### config.mk
export PLATFORM = sky130hd
export DESIGN_NAME = trap_ctrl
export DESIGN_NICKNAME = d
export VERILOG_FILES = /design/src/rtl/trap_ctrl.sv
export SDC_FILE = /design/constraint.sdc
export NUM_CORES = 1
export LEC_CHECK = 0
export ABC_CLOCK_PERIOD_IN_PS = 12300
export BUFFER_PORTS_ARGS = -buffer_cell sky130_fd_sc_hd__buf_2
export CAP_MARGIN = 20
export CORE_AREA = 2 2 157 159
export CTS_CLUSTER_SIZE = 40
export DETAILED_ROUTE_END_ITERATION = 10
export DIE_AREA = 0 0 159 161
export GPL_ROUTABILITY_DRIVEN = 1
export PLACE_DENSITY_LB_ADDON = 0.1
export SLEW_MARGIN = 5
export SYNTH_ARGS = -nofsm -noshare
export SYNTH_HDL_FRONTEND = slang
export SYNTH_SLANG_ARGS = --single-unit
### constraint.sdc
create_clock -name clk_i -period 12.3 [get_ports clk_i]
set_clock_uncertainty 0.1 [all_clocks]
set_input_delay 0.615 -clock clk_i [delete_from_list [all_inputs] [get_ports clk_i]]
set_output_delay 0.615 -clock clk_i [all_outputs]
set_load 0.005 [all_outputs]
### src/rtl/trap_ctrl.sv
// ----------------------------------------------------------------------------
// trap_ctrl
//
// Trap sequencer that sits directly upstream of csr_regfile. Each cycle in
// IDLE it picks at most one event: a synchronous exception, an eligible
// M-mode interrupt, or an MRET, in that order of priority. The accepted event
// then runs a fixed sequence:
//   FLUSH    (one cycle) - flush the pipeline and pulse the csr_regfile strobe
//   REDIRECT (one or more cycles) - offer the new fetch PC until it is accepted
//
// Ports
//   clk_i, rst_i            core clock, asynchronous active-high reset
//   exc_*_i                 synchronous exception request and its details
//   mret_req_i              MRET reached commit
//   int_ok_i, int_pc_i      interruptible boundary and the PC to resume at
//   irq_{ext,soft,timer}_i  asynchronous interrupt lines
//   mstatus_mie_i, mie_i,
//   mtvec_i, mepc_i         current CSR state from csr_regfile
//   redirect_ready_i        fetch stage accepts the redirect
//   busy_o, flush_o         sequencer busy / pipeline flush
//   trap_en_o, mret_en_o    one-cycle update strobes to csr_regfile
//   mepc_o, mcause_o,
//   mtval_o                 trap values, valid while trap_en_o is high
//   mip_o                   synchronised pending bits (MEIP/MTIP/MSIP)
//   redirect_valid_o/pc_o   redirect handshake towards fetch
//   trap_count_o            saturating count of traps taken
// ----------------------------------------------------------------------------
module trap_ctrl #(
    parameter int SYNC_STAGES = 2,
    parameter bit VECTORED_EN = 1'b1
) (
    input  logic        clk_i,
    input  logic        rst_i,
    input  logic        exc_valid_i,
    input  logic [4:0]  exc_cause_i,
    input  logic [31:0] exc_pc_i,
    input  logic [31:0] exc_tval_i,
    input  logic        mret_req_i,
    input  logic        int_ok_i,
    input  logic [31:0] int_pc_i,
    input  logic        irq_ext_i,
    input  logic        irq_soft_i,
    input  logic        irq_timer_i,
    input  logic        mstatus_mie_i,
    input  logic [31:0] mie_i,
    input  logic [31:0] mtvec_i,
    input  logic [31:0] mepc_i,
    input  logic        redirect_ready_i,
    output logic        busy_o,
    output logic        flush_o,
    output logic        trap_en_o,
    output logic        mret_en_o,
    output logic [31:0] mepc_o,
    output logic [31:0] mcause_o,
    output logic [31:0] mtval_o,
    output logic [31:0] mip_o,
    output logic        redirect_valid_o,
    output logic [31:0] redirect_pc_o,
    output logic [31:0] trap_count_o
);

    typedef enum logic [1:0] {
        ST_IDLE     = 2'd0,
        ST_FLUSH    = 2'd1,
        ST_REDIRECT = 2'd2
    } state_e;

    state_e state_q, state_d;

    // Interrupt synchronisers: bit 0 is the first flop, the MSB drives mip_o.
    logic [SYNC_STAGES-1:0] sync_ext_q, sync_ext_d;
    logic [SYNC_STAGES-1:0] sync_soft_q, sync_soft_d;
    logic [SYNC_STAGES-1:0] sync_timer_q, sync_timer_d;

    // Holding registers captured on the accept cycle.
    logic        is_mret_q, is_mret_d;
    logic [31:0] epc_q, epc_d;
    logic [31:0] cause_q, cause_d;
    logic [31:0] tval_q, tval_d;
    logic [31:0] target_q, target_d;
    logic [31:0] count_q, count_d;

    logic [31:0] mip_w;
    logic [31:0] pend_w;
    logic        int_elig_w;
    logic [4:0]  int_code_w;
    logic [31:0] tvec_base_w;
    logic        vec_mode_w;
    logic [31:0] int_target_w;

    // The low PC bits are forced to zero on capture, so they are never read.
    logic        unused_pc_bits;
    assign unused_pc_bits = ^{exc_pc_i[1:0], int_pc_i[1:0]};

    // ------------------------------------------------------------------
    // Synchroniser next-state
    // ------------------------------------------------------------------
    always_comb begin
        sync_ext_d   = {sync_ext_q[SYNC_STAGES-2:0],   irq_ext_i};
        sync_soft_d  = {sync_soft_q[SYNC_STAGES-2:0],  irq_soft_i};
        sync_timer_d = {sync_timer_q[SYNC_STAGES-2:0], irq_timer_i};
    end

    assign mip_w = {20'b0, sync_ext_q[SYNC_STAGES-1], 3'b0,
                    sync_timer_q[SYNC_STAGES-1], 3'b0,
                    sync_soft_q[SYNC_STAGES-1], 3'b0};

    // ------------------------------------------------------------------
    // Interrupt eligibility, priority and vector target
    // ------------------------------------------------------------------
    always_comb begin
        pend_w     = mie_i & mip_w;
        int_elig_w = int_ok_i & mstatus_mie_i & (|pend_w);
        // MEI beats MSI beats MTI; the architectural order, not numeric order.
        if (pend_w[11]) begin
            int_code_w = 5'd11;
        end else if (pend_w[3]) begin
            int_code_w = 5'd3;
        end else begin
            int_code_w = 5'd7;
        end
        tvec_base_w = {mtvec_i[31:2], 2'b00};
        // Only MODE=01 vectors; MODE=1x is reserved and treated as direct.
        vec_mode_w   = VECTORED_EN && (mtvec_i[1:0] == 2'b01);
        int_target_w = vec_mode_w ? (tvec_base_w + {25'b0, int_code_w, 2'b00})
                                  : tvec_base_w;
    end

    // ------------------------------------------------------------------
    // FSM next-state and holding-register updates
    // ------------------------------------------------------------------
    always_comb begin
        state_d   = state_q;
        is_mret_d = is_mret_q;
        epc_d     = epc_q;
        cause_d   = cause_q;
        tval_d    = tval_q;
        target_d  = target_q;
        count_d   = count_q;

        unique case (state_q)
            ST_IDLE: begin
                if (exc_valid_i) begin
                    state_d   = ST_FLUSH;
                    is_mret_d = 1'b0;
                    epc_d     = {exc_pc_i[31:2], 2'b00};
                    cause_d   = {27'b0, exc_cause_i};
                    tval_d    = exc_tval_i;
                    target_d  = tvec_base_w;
                end else if (int_elig_w) begin
                    state_d   = ST_FLUSH;
                    is_mret_d = 1'b0;
                    epc_d     = {int_pc_i[31:2], 2'b00};
                    cause_d   = {1'b1, 26'b0, int_code_w};
                    tval_d    = 32'b0;
                    target_d  = int_target_w;
                end else if (mret_req_i) begin
                    state_d   = ST_FLUSH;
                    is_mret_d = 1'b1;
                    epc_d     = 32'b0;
                    cause_d   = 32'b0;
                    tval_d    = 32'b0;
                    target_d  = mepc_i;
                end
            end
            ST_FLUSH: begin
                state_d = ST_REDIRECT;
                if (!is_mret_q && (count_q != 32'hFFFF_FFFF)) begin
                    count_d = count_q + 32'd1;
                end
            end
            ST_REDIRECT: begin
                if (redirect_ready_i) begin
                    state_d = ST_IDLE;
                end
            end
            default: begin
                state_d = ST_IDLE;
            end
        endcase
    end

    // ------------------------------------------------------------------
    // State registers
    // ------------------------------------------------------------------
    always_ff @(posedge clk_i or posedge rst_i) begin
        if (rst_i) begin
            state_q      <= ST_IDLE;
            sync_ext_q   <= '0;
            sync_soft_q  <= '0;
            sync_timer_q <= '0;
            is_mret_q    <= 1'b0;
            epc_q        <= 32'b0;
            cause_q      <= 32'b0;
            tval_q       <= 32'b0;
            target_q     <= 32'b0;
            count_q      <= 32'b0;
        end else begin
            state_q      <= state_d;
            sync_ext_q   <= sync_ext_d;
            sync_soft_q  <= sync_soft_d;
            sync_timer_q <= sync_timer_d;
            is_mret_q    <= is_mret_d;
            epc_q        <= epc_d;
            cause_q      <= cause_d;
            tval_q       <= tval_d;
            target_q     <= target_d;
            count_q      <= count_d;
        end
    end

    // ------------------------------------------------------------------
    // Outputs: all decoded from state so that reset clears them at once
    // ------------------------------------------------------------------
    always_comb begin
        busy_o           = (state_q != ST_IDLE);
        flush_o          = (state_q == ST_FLUSH);
        trap_en_o        = (state_q == ST_FLUSH) && !is_mret_q;
        mret_en_o        = (state_q == ST_FLUSH) && is_mret_q;
        // Trap values are presented only alongside trap_en_o; MRET shows zeros.
        mepc_o           = trap_en_o ? epc_q   : 32'b0;
        mcause_o         = trap_en_o ? cause_q : 32'b0;
        mtval_o          = trap_en_o ? tval_q  : 32'b0;
        redirect_valid_o = (state_q == ST_REDIRECT);
        redirect_pc_o    = redirect_valid_o ? target_q : 32'b0;
        mip_o            = mip_w;
        trap_count_o     = count_q;
    end

endmodule

======== After elaboration in Yosys (flattened, before gate mapping) ========
Cells that the tools add are included.
word-level totals
  register bits after elaboration ......... 169
  bits of input ports ..................... 207
  word-level logic and storage cells ...... 57
cells by class
  add/subtract/negate cells ............... 2
  eq/ne operators ......................... 6
  multiplexer cells ....................... 25
  bitwise gates (word level) .............. 3
  reduce and logical (&&, ||, !) cells .... 11
operators by type and width
  cell                                            count
  two-way mux 32 bit                              15
  adder 32 x 1 -> 32 bit (second input constant)  1
  adder 32 x 7 -> 32 bit                          1
  AND 32 x 12 -> 32 bit                           1
  != test 32 bit (second input constant)          1
  OR reduction 32 bit                             1
  two-way mux 2 bit                               4
  one-hot mux 2 bit (3 select lines)              1
  AND reduction 2 bit                             3
  == test 2 x 1 -> 1 bit (second input constant)  2
  two-way mux 4 bit                               1
  != test 4 bit (second input constant)           1
  logical AND 1 bit                               3
  two-way mux 1 bit                               3
  two-way mux 3 bit                               1
  nonzero test 3 bit                              1
  AND 1 bit                                       2
  == test 2 bit (second input constant)           1
  logical NOT 2 bit                               1
  != test 2 bit (second input constant)           1
  nonzero test 2 bit                              1
  logical NOT 1 bit                               1

======== Longest topological paths before layout ========
Gate-level depths: netlist of the first run.
  depth after elaboration ................. 7
  depth in mapped cells ................... 10

======== Worst setup path after synthesis of the first run ========
OpenSTA, ideal clock, no wires.
  path type ............................... input to register
  start point ............................. in mie_i[11]
  end point ............................... reg target_q[14]
  setup time .............................. 0.065 ns
  data arrival time ....................... 2.214 ns
  setup slack ............................. 9.921 ns
  stages .................................. 10
  path buffers ............................ 1
  cell sequence ........................... and2_1 a21oi_1 ha_1 nand2b_1 a211oi_1 clkbuf_1 nand4_1 mux2i_1 o21ai_0 o21a_1
between the ends
  longest elaborated chain between the ends .. 6
  elaborated cells on any way between the ends .. 10
  classes of those cells .................. add/sub: 1; mux: 4; bitwise: 2; reduce/logical: 3
ends and longest elaborated chain
  element                  RTL line  text
  start, declared          45        input logic [31:0] mie_i,
  AND 32 x 12 -> 32 bit *  112       pend_w = mie_i & mip_w;
  two-way mux 4 bit        115       if (pend_w[11]) begin
  adder 32 x 7 -> 32 bit   125       int_target_w = vec_mode_w ? (tvec_base_w + {25'b0, int_code_w, 2'b00})
  two-way mux 32 bit       125
  two-way mux 32 bit       150       end else if (int_elig_w) begin
  two-way mux 32 bit       143       if (exc_valid_i) begin
  end signal, assigned     207       target_q <= target_d;
  end, declared            80        logic [31:0] target_q, target_d;
Mark *: on every way between the ends. The rest lies on a longest branch, timed or not.
A chain may end at the register's enable or synchronous reset.

======== Worst setup path after layout of the first run ========
  start point ............................. reg state_q[1]
  end point ............................... out mcause_o[0]
between the ends
  longest elaborated chain between the ends .. 3
ends and longest elaborated chain
  element                 RTL line  text
  start, declared         68        state_e state_q, state_d;
  start signal, assigned  199       state_q <= state_d;
  == test 2 x 1 -> 1 bit  218       trap_en_o = (state_q == ST_FLUSH) && !is_mret_q;
  logical AND 1 bit       218
  two-way mux 32 bit      222       mcause_o = trap_en_o ? cause_q : 32'b0;
  end, declared           54        output logic [31:0] mcause_o,
No other way between the ends.

==> impl_metrics.csv, run 1 <==
group,metric,value,unit
worst_setup_path,regToRegSetupSlack,9100,ps
floorplan,io-pin-count,404,
cts,cts_setup_buffers,0,
grt,grt_pass1_vias,6783,
power,powerDensity,187,nW/um^2
logic_synthesis,synth.ff_latch_count,141,
logic_synthesis,synth-main-ff-cell,"dfrtp_1",
floorplan,die_h,161,um
drt,first_iter_violations,330,
worst_setup_path,end_kind,"primary output",
logic_synthesis,yosysWarningCount,0,
grt,grt_max_degree,85,
grt,grtUsageTotal,0.190,
logic_synthesis,async_flop_share,1.00,
cts,cts.repair.resized,0,
sta,drv_slew,0,
place,gp_congestion,0.767,
grt,grt_pass1_wl,38.3,mm
cts,cts_sinks,141,
grt,overflow,0,
power,power_frac_comb,0.342,
place,portBuffers,313,
cts,cts_tree,"built",
power,vdd_drop_max,0.0835,mV
power,power.switching,0.659,mW
worst_setup_path,crit_type,"reg2out",
run,maxCapViolCount,0,
logic_synthesis,synth_cell_type_count,48,
logic_synthesis,yosysSeqAreaShare,0.450,
grt,antenna_found_initial,7,
sta,fin_crit,3260,ps
worst_hold_path,hp-class,"in2reg",
floorplan,die_width,159,um
sta,setup_tns,0,ps
sta,period_share,0.265,
drt,dr.pass1.iters,6,
run_status,status,"finished clean",
drt,ant_nets,0,
place,hpwl,17.5,mm
worst_setup_path,reg2reg_depth,6,
cts,htree_levels,4,
power,cellLeakagePower,5.25,nW
sta,hold_ws,205,ps
power,clkPwrFrac,0.278,
sta,max_slew_margin,0.301,
floorplan,dieArea,25600,sq um
floorplan,initial_core_util,0.327,
cts,numCtsBuffers,17,
sta,finalHoldViolations,0,
floorplan,rows,57,
power,seqPwrFrac,0.380,
worst_setup_path,r2r_end,"target_q[14]",
worst_hold_path,holdCritStartpoint,"irq_soft_i",
final_layout,drive_above_1_share,0.323,
final_layout,final_nets,1342,
drt,vias,6937,
logic_synthesis,synth_edf_count,0,
sta,rsz0062_at_grt,"no",
drt,routed_via_density,4.71,
cts,cts-root-buf,"clkbuf_16",
sta,fmax,307,MHz
worst_hold_path,worst_hold_path.num_cells,1,
logic_synthesis,syn_avg_cell_area,9.30,sq um
power,internal_power,1.23,mW
power,swShare,0.350,
drt,wl_per_cell,16.6,um
worst_setup_path,path_max_fanout,46,
cts,hold_buffers,0,
cts,clk_pin_slew,60,ps
drt,drc,0,
worst_setup_path,r2r-start,"sync_soft_q[1]",
drt,drt-total-wl,24.4,mm
worst_hold_path,min_to,"sync_soft_q[0]",
cts,cts_buffer_depth,2,
worst_setup_path,cp.arrival,2540,ps
logic_synthesis,syn-cell-area,7840,sq um
logic_synthesis,synth_cells,843,
cts,clk_latency,410,ps
final_layout,syn_to_final_growth,28.4,%
sta,setup_viol,0,
worst_setup_path,crit_path_start_kind,"register",
sta,tightest_slew,1040,ps
floorplan,core_area,24000,sq um
worst_setup_path,crit_required,11590,ps
## kinds of logic (layout without fill, tap and decap cells)
kind of cell	count (synthesis)	after routing	synth area share
simple gates	324	324	0.220
compound gates	182	182	0.163
buf+inv	134	379	0.0963
mux	1	1	0.00128
flops	141	141	0.450
fa+ha+maj	4	4	0.00638
other cells	1	61	0.000478
xor+xnor	56	56	0.0625
## how the worst max path moves through the flow
stage | start | to | slack (ps) | cells past startpoint
3_5_place_dp | mie_i[3] | target_q[4] | 8690 | 8
4_1_cts | state_q[1] | mcause_o[0] | 8990 | 4
3_3_place_gp | mie_i[3] | target_q[14] | 8660 | 7
6_report | state_q[1] | mcause_o[0] | 9040 | 4
2_1_floorplan | rst_i | cause_q[0] | 7800 | 1
5_1_grt | state_q[1] | mcause_o[0] | 8810 | 4
## power by group through the flow
stage	registers (mW)	clock network (mW)	logic (mW)
final	0.717	0.524	0.644
after global routing	0.741	0.563	0.723
after CTS	0.717	0.541	0.655
after detailed placement	0.722	0	0.653
after global placement	0.721	0	0.651
after floorplan	0.697	0	0.441
## routing by layer
layer / up-vias / global-route usage / part of all wire
li1: 3384 / - / -
met5: - / 0 / 0.0019
met2: 252 / 0.303 / 0.46
met4: 8 / 0.0562 / 0.016
met1: 3264 / 0.250 / 0.44
met3: 29 / 0.0596 / 0.078
## final cells by class
type / instances / area (sq um)
fillers: 2494 / 13900
clock inverters: 12 / 135
well taps: 324 / 405
inverters: 23 / 91.3
diodes: 4 / 10.0
multi-input cells: 624 / 3790
clock buffers: 20 / 457
flip-flops and latches: 141 / 3530
repair buffers: 324 / 1650
## worst max-delay path, cell delays in order (launching register included)
cell	delay (ps)
dfrtp_1	440
nor3b_4	820
buf_4	520
and2_1	200
buf_2	140
## state kept, by name (all words and copies together) (netlist names)
signal        flops
tval_q           32
cause_q           6
sync_timer_q      2
is_mret_q         1
target_q         32
trap_count_o     32
state_q           2
sync_ext_q        2
epc_q            30
sync_soft_q       2
## synthesized netlist by cell type, types with 12 or more instances
master    number  area share
dfrtp_1      141        0.45
and2_1       106       0.085
nand2_1       81       0.039
buf_4         62       0.059
a22o_1        49       0.055
a21oi_1       43       0.027
nor2_1        42       0.020
o21ai_0       40       0.026
clkbuf_1      32       0.015
xor2_1        32       0.036
nand3_1       26       0.017
xnor2_1       24       0.027
inv_1         23       0.011
nand4_1       17       0.014
buf_2         15      0.0096
a222oi_1      14       0.018
and3_1        12      0.0096
## metrics by stage
stage | total power, mW | utilization | instance area, sq um | setup WS (ps) | cells
6_report | 1.89 | 0.420 | 10100 | 9040 | 1472
5_1_grt | 2.03 | 0.420 | 10100 | 8810 | 1471
4_1_cts | 1.91 | 0.420 | 10100 | 8990 | 1468
3_5_place_dp | 1.37 | 0.395 | 9470 | 8690 | 1436
3_3_place_gp | 1.37 | 0.395 | 9470 | 8660 | 1436
2_1_floorplan | 1.14 | - | 8050 | 7800 | 899
## cells in the final DEF (no fill, tap or decap), types with 4 or more instances in the layout
| cell type | n |
|---|---|
| o211ai_1 | 7 |
| xnor2_1 | 24 |
| nor4_1 | 5 |
| nand3_1 | 26 |
| inv_1 | 22 |
| nor2_1 | 41 |
| a21oi_1 | 43 |
| nor3_1 | 8 |
| nand2b_1 | 5 |
| buf_4 | 11 |
| ha_1 | 4 |
| nand2_1 | 81 |
| dfrtp_1 | 141 |
| a22o_1 | 49 |
| o21ai_0 | 40 |
| buf_2 | 313 |
| a22oi_1 | 11 |
| diode_2 | 4 |
| conb_1 | 57 |
| inv_6 | 4 |
| clkbuf_16 | 17 |
| clkinvlp_4 | 4 |
| xor2_1 | 32 |
| nand4_1 | 17 |
| and2_1 | 105 |
| and4_1 | 5 |
| a222oi_1 | 14 |
| and3_1 | 12 |
Note: power is estimated with default switching activity, not from simulation.
==> run 2: changes to the inputs <==
--- a/config.mk
+++ b/config.mk
@@ -5,7 +5,7 @@
 export SDC_FILE = /design/constraint.sdc
 export NUM_CORES = 1
 export LEC_CHECK = 0
-export ABC_CLOCK_PERIOD_IN_PS = 12300
+export ABC_CLOCK_PERIOD_IN_PS = 3300
 export BUFFER_PORTS_ARGS = -buffer_cell sky130_fd_sc_hd__buf_2
 export CAP_MARGIN = 20
 export CORE_AREA = 2 2 157 159
==> constraint.sdc (replaced) <==
create_clock -name clk_i -period 3.3 [get_ports clk_i]
set_clock_uncertainty 0.1 [all_clocks]
set_input_delay 0.165 -clock clk_i [delete_from_list [all_inputs] [get_ports clk_i]]
set_output_delay 0.165 -clock clk_i [all_outputs]
set_load 0.005 [all_outputs]
==> impl_metrics.csv, run 2 (same netlist as run 1, synthesis figures left out) <==
group,metric,value,unit
run_status,status,"finished clean",
worst_setup_path,cpPeakStageDelay,640,ps
cts,cts_tree,"built",
worst_setup_path,path_cells,"a222oi_1 > nor2_2 > nor2_1 > and3_1 > buf_4 > a22oi_1 > dlygate4sd3_1 > o211ai_1",
cts,cts_buffer_depth,2,
place,hpwl,17.8,mm
floorplan,dieArea,25600,sq um
cts,cts-root-buf,"clkbuf_16",
sta,max_slew_margin,0.495,
sta,fmax,338,MHz
power,power.switching,2.59,mW
floorplan,initial_core_util,0.327,
final_layout,fin_util,0.487,
grt,met3_usage,0.0501,
power,clkPwrFrac,0.261,
drt,routed_via_density,4.75,
cts,clk_pin_slew,70,ps
sta,rsz0062_at_grt,"no",
final_layout,diodes,0,
worst_setup_path,crit_required,3520,ps
drt,vias,7710,
sta,tightest_slew,756,ps
worst_hold_path,hp-class,"in2reg",
grt,grt_pass1_wl,42.3,mm
drt,wl_per_cell,16.3,um
floorplan,die_h,161,um
worst_setup_path,regToRegSetupSlack,340,ps
final_layout,final_cell_mix,"313 x buf_2, 148 x dlygate4sd3_1, 141 x dfrtp_1",
place,portBuffers,313,
grt,antenna_found_initial,0,
cts,clk_latency,420,ps
sta,setup_viol,0,
final_layout,final_nets,1497,
sta,period_share,0.897,
worst_setup_path,cpMaxStageDelayCell,"a222oi_1",
floorplan,die_width,159,um
final_layout,fillers,2327,
worst_setup_path,crit_path_start_kind,"register",
grt,grt_max_degree,71,
worst_setup_path,cp.arrival,3190,ps
worst_setup_path,crit_type,"reg2reg",
cts,cts_sinks,141,
cts,htree_levels,4,
power,internal_power,5.04,mW
drt,drc,0,
floorplan,rows,57,
drt,drt-total-wl,26.4,mm
grt,use_met2,0.354,
grt,grt_pass1_vias,7976,
sta,finalHoldViolations,0,
final_layout,syn_to_final_growth,48.8,%
final_layout,drive_above_1_share,0.289,
power,cellLeakagePower,5.89,nW
drt,dr.pass1.iters,5,
drt,ant_nets,0,
grt,top_usage_layer,"met2",
worst_setup_path,end_kind,"register",
power,swShare,0.340,
drt,first_iter_violations,399,
cts,numCtsBuffers,17,
power,seqPwrFrac,0.352,
worst_setup_path,path_max_fanout,27,
sta,fin_crit,2960,ps
floorplan,io-pin-count,404,
floorplan,core_area,24000,sq um
power,powerDensity,653,nW/um^2
place,gp_congestion,0.821,
sta,setup_tns,0,ps
final_layout,final_common_cell,"buf_2",
power,vdd_drop_max,0.276,mV
grt,use_met1,0.258,
run,maxCapViolCount,0,
grt,grtUsageTotal,0.206,
sta,drv_slew,0,
power,power_frac_comb,0.387,
grt,overflow,0,
[run 2: critical path: cells and delay by family, from the launching register on]
family / cells / cell delay (ps)
buffers and inverters: 2 / 920
AO/OA/AOI/OAI: 3 / 880
flip-flops: 1 / 400
AND/OR/NAND/NOR: 3 / 580
[run 2: power groups by stage]
stage | Combinational [mW] | Clock (mW) | Sequential [mW]
after floorplan | 1.64 | 0 | 2.60
after global placement | 2.51 | 0 | 2.69
after detailed placement | 2.52 | 0 | 2.69
after CTS | 2.93 | 2.05 | 2.67
after global routing | 3.27 | 2.14 | 2.76
final | 2.95 | 1.99 | 2.68
[run 2: final timing paths]
check,endpoint,depth (start not counted),from
min in group asynchronous,epc_q[14],3,rst_i
min reg2reg,sync_timer_q[1],0,sync_timer_q[0]
max reg2reg,target_q[12],8,sync_soft_q[1]
max,target_q[12],8,sync_soft_q[1]
min,target_q[14],4,mepc_i[14]
max in group asynchronous,tval_q[9],4,rst_i
[run 2: routing by layer]
layer	share of wire	up-vias
li1	-	3693
met1	0.44	3708
met2	0.48	274
met3	0.059	35
met4	0.020	0
met5	0	-
[run 2: final cells by class]
class | count | area, sq um | area share
Timing Repair Buffer | 479 | 3250 | 0.278
Multi-Input combinational cell | 624 | 3800 | 0.326
Sequential cell | 141 | 3530 | 0.302
Inverter | 23 | 90.1 | 0.00772
Clock buffer | 19 | 433 | 0.0371
Clock inverter | 13 | 164 | 0.0140
Tap cell | 324 | 405 | 0.0347
[run 2: metrics by stage]
step	instance area (sq um)	worst slack, ps	power (mW)	hold WS [ps]	instances
floorplan	8060	1180	4.24	96.4	899
global placement	9560	584	5.19	176	1440
detailed placement	9560	555	5.21	177	1440
CTS	11600	162	7.65	0.248	1620
global route	11700	95.5	8.17	25.6	1623
finish	11700	339	7.62	9.83	1623
[run 2: what timing repair did]
item,CTS,global route
buffers inserted,0,3
endpoints found under the setup margin,0,3
gates resized for setup,0,1
hold buffers,148,0
hold endpoints to repair,128,0
==> run 3: changes to the inputs <==
--- a/config.mk
+++ b/config.mk
@@ -5,7 +5,7 @@
 export SDC_FILE = /design/constraint.sdc
 export NUM_CORES = 1
 export LEC_CHECK = 0
-export ABC_CLOCK_PERIOD_IN_PS = 3300
+export ABC_CLOCK_PERIOD_IN_PS = 3000
 export BUFFER_PORTS_ARGS = -buffer_cell sky130_fd_sc_hd__buf_2
 export CAP_MARGIN = 20
 export CORE_AREA = 2 2 157 159
==> constraint.sdc (replaced) <==
create_clock -name clk_i -period 3 [get_ports clk_i]
set_clock_uncertainty 0.1 [all_clocks]
set_input_delay 0.15 -clock clk_i [delete_from_list [all_inputs] [get_ports clk_i]]
set_output_delay 0.15 -clock clk_i [all_outputs]
set_load 0.005 [all_outputs]
==> impl_metrics.csv, run 3 (same netlist as run 1, synthesis figures left out) <==
group,metric,value,unit
cts,cts_sinks,141,
final_layout,syn_to_final_growth,50.5,%
worst_setup_path,end_kind,"register",
floorplan,core_area,24000,sq um
worst_setup_path,crit_type,"reg2reg",
cts,cts_buffer_depth,2,
place,gp_congestion,0.834,
worst_setup_path,cpPeakStageDelay,580,ps
worst_setup_path,regToRegSetupSlack,270,ps
grt,grt_pass1_wl,42.8,mm
sta,fin_crit,2730,ps
worst_hold_path,worst_hold_path.num_cells,4,
final_layout,fillers,2343,
drt,dr.pass1.iters,6,
drt,vias,7776,
drt,drt-total-wl,26.4,mm
worst_setup_path,r2r_end,"target_q[27]",
cts,clk_pin_slew,70,ps
grt,grt_max_degree,71,
sta,finalHoldViolations,0,
sta,drv_slew,0,
grt,overflow,0,
sta,max_slew_margin,0.577,
worst_setup_path,cpMaxStageDelayCell,"dlygate4sd3_1",
run_status,status,"finished clean",
sta,setup_viol,0,
sta,tightest_slew,634,ps
drt,ant_nets,0,
sta,period_share,0.911,
final_layout,final_nets,1507,
cts,htree_levels,4,
final_layout,final_cell_mix,"313 x buf_2, 156 x dlygate4sd3_1, 141 x dfrtp_1",
worst_setup_path,critPathBufInv,3,
grt,met3_usage,0.0483,
worst_setup_path,cp.arrival,2980,ps
place,portBuffers,313,
cts,cts-root-buf,"clkbuf_16",
grt,top_usage_layer,"met2",
place,hpwl,17.9,mm
floorplan,io-pin-count,404,
grt,use_met2,0.360,
worst_setup_path,crit_start,"sync_soft_q[1]",
power,powerDensity,716,nW/um^2
floorplan,dieArea,25600,sq um
worst_setup_path,setup.worst_path.end,"target_q[27]",
worst_hold_path,hp-class,"in2reg",
cts,cts_tree,"built",
place,place_ws,401,ps
worst_setup_path,path_max_fanout,38,
drt,first_iter_violations,422,
power,vdd_drop_max,0.341,mV
run,maxCapViolCount,0,
grt,grt_pass1_vias,8102,
sta,fmax,366,MHz
worst_setup_path,cpLargestDelayFamily,"buffers and inverters",
power,finalPower,8.46,mW
drt,drc,0,
floorplan,initial_core_util,0.327,
cts,numCtsBuffers,17,
worst_setup_path,crit_required,3240,ps
worst_setup_path,path_cells,"a222oi_1 > buf_4 > nor2_2 > o21ai_4 > buf_12 > a22o_1 > a21oi_1 > dlygate4sd3_1 > o21ai_0",
worst_setup_path,crit_cells,9,
cts,clk_latency,420,ps
final_layout,final_common_cell,"buf_2",
power,cellLeakagePower,5.95,nW
worst_setup_path,reg2reg_depth,9,
final_layout,drive_above_1_share,0.290,
worst_setup_path,r2r-start,"sync_soft_q[1]",
drt,wl_per_cell,16.2,um
grt,use_met1,0.259,
sta,rsz0062_at_grt,"no",
sta,setup_tns,0,ps
drt,routed_via_density,4.76,
grt,grtUsageTotal,0.210,
grt,antenna_found_initial,1,
floorplan,die_width,159,um
sta,layout_setup_ws,268,ps
floorplan,rows,57,
worst_setup_path,crit_path_start_kind,"register",
floorplan,die_h,161,um
-- run 3: area by class of cell --
type / instances / area, sq um / share of cell area
Clock inverter: 13 / 188 / 0.0159
Clock buffer: 19 / 443 / 0.0375
Tap cell: 324 / 405 / 0.0343
Antenna cell: 1 / 2.50 / 0.000212
Sequential cell: 141 / 3530 / 0.299
Timing Repair Buffer: 489 / 3350 / 0.284
Multi-Input combinational cell: 624 / 3800 / 0.322
Inverter: 23 / 90.1 / 0.00763
-- run 3: metal layers --
layer	wire, um	vias up
li1	-	3720
met1	11300	3728
met2	12700	282
met3	1750	46
met4	696	0
met5	0	-
-- run 3: worst min-delay path by stage --
stage | endpoint | slack (ps) | start
3_5_place_dp | sync_ext_q[0] | 160 | irq_ext_i
5_1_grt | target_q[8] | 20 | mtvec_i[8]
2_1_floorplan | sync_ext_q[0] | 80 | irq_ext_i
6_report | target_q[14] | 20 | mepc_i[14]
4_1_cts | target_q[14] | 4 | mepc_i[14]
3_3_place_gp | sync_ext_q[0] | 160 | irq_ext_i
-- run 3: repair_timing --
item | in CTS | in global routing
hold buffers | 156 | 0
gates resized for setup | 0 | 1
hold endpoints to repair | 136 | 0
buffers inserted | 0 | 2
endpoints found under the setup margin | 0 | 36
-- run 3: worst register-to-register path: cells and delay by family (launching register included) --
kind	cells	cell delay, ps
AOI/OAI and AO/OA	5	1040
buffers and inverters	3	1040
DFF	1	400
and+or+nand+nor	1	70
-- run 3: power by group --
group	leakage (nW)	switching, mW	internal [mW]
Clock	0.300	0.893	1.42
Sequential	1.81	0.367	2.58
Combinational	3.84	1.58	1.62
Total	5.95	2.84	5.62
-- run 3: stage by stage --
step           hold WS, ps  utilization  std cells  cell area (sq um)
5_1_grt               24.5        0.493       1634              11800
4_1_cts               3.72        0.491       1630              11800
3_5_place_dp           160        0.400       1442               9580
6_report              17.5        0.493       1634              11800
3_3_place_gp           161        0.400       1442               9580
2_1_floorplan         81.4            -        899               8060
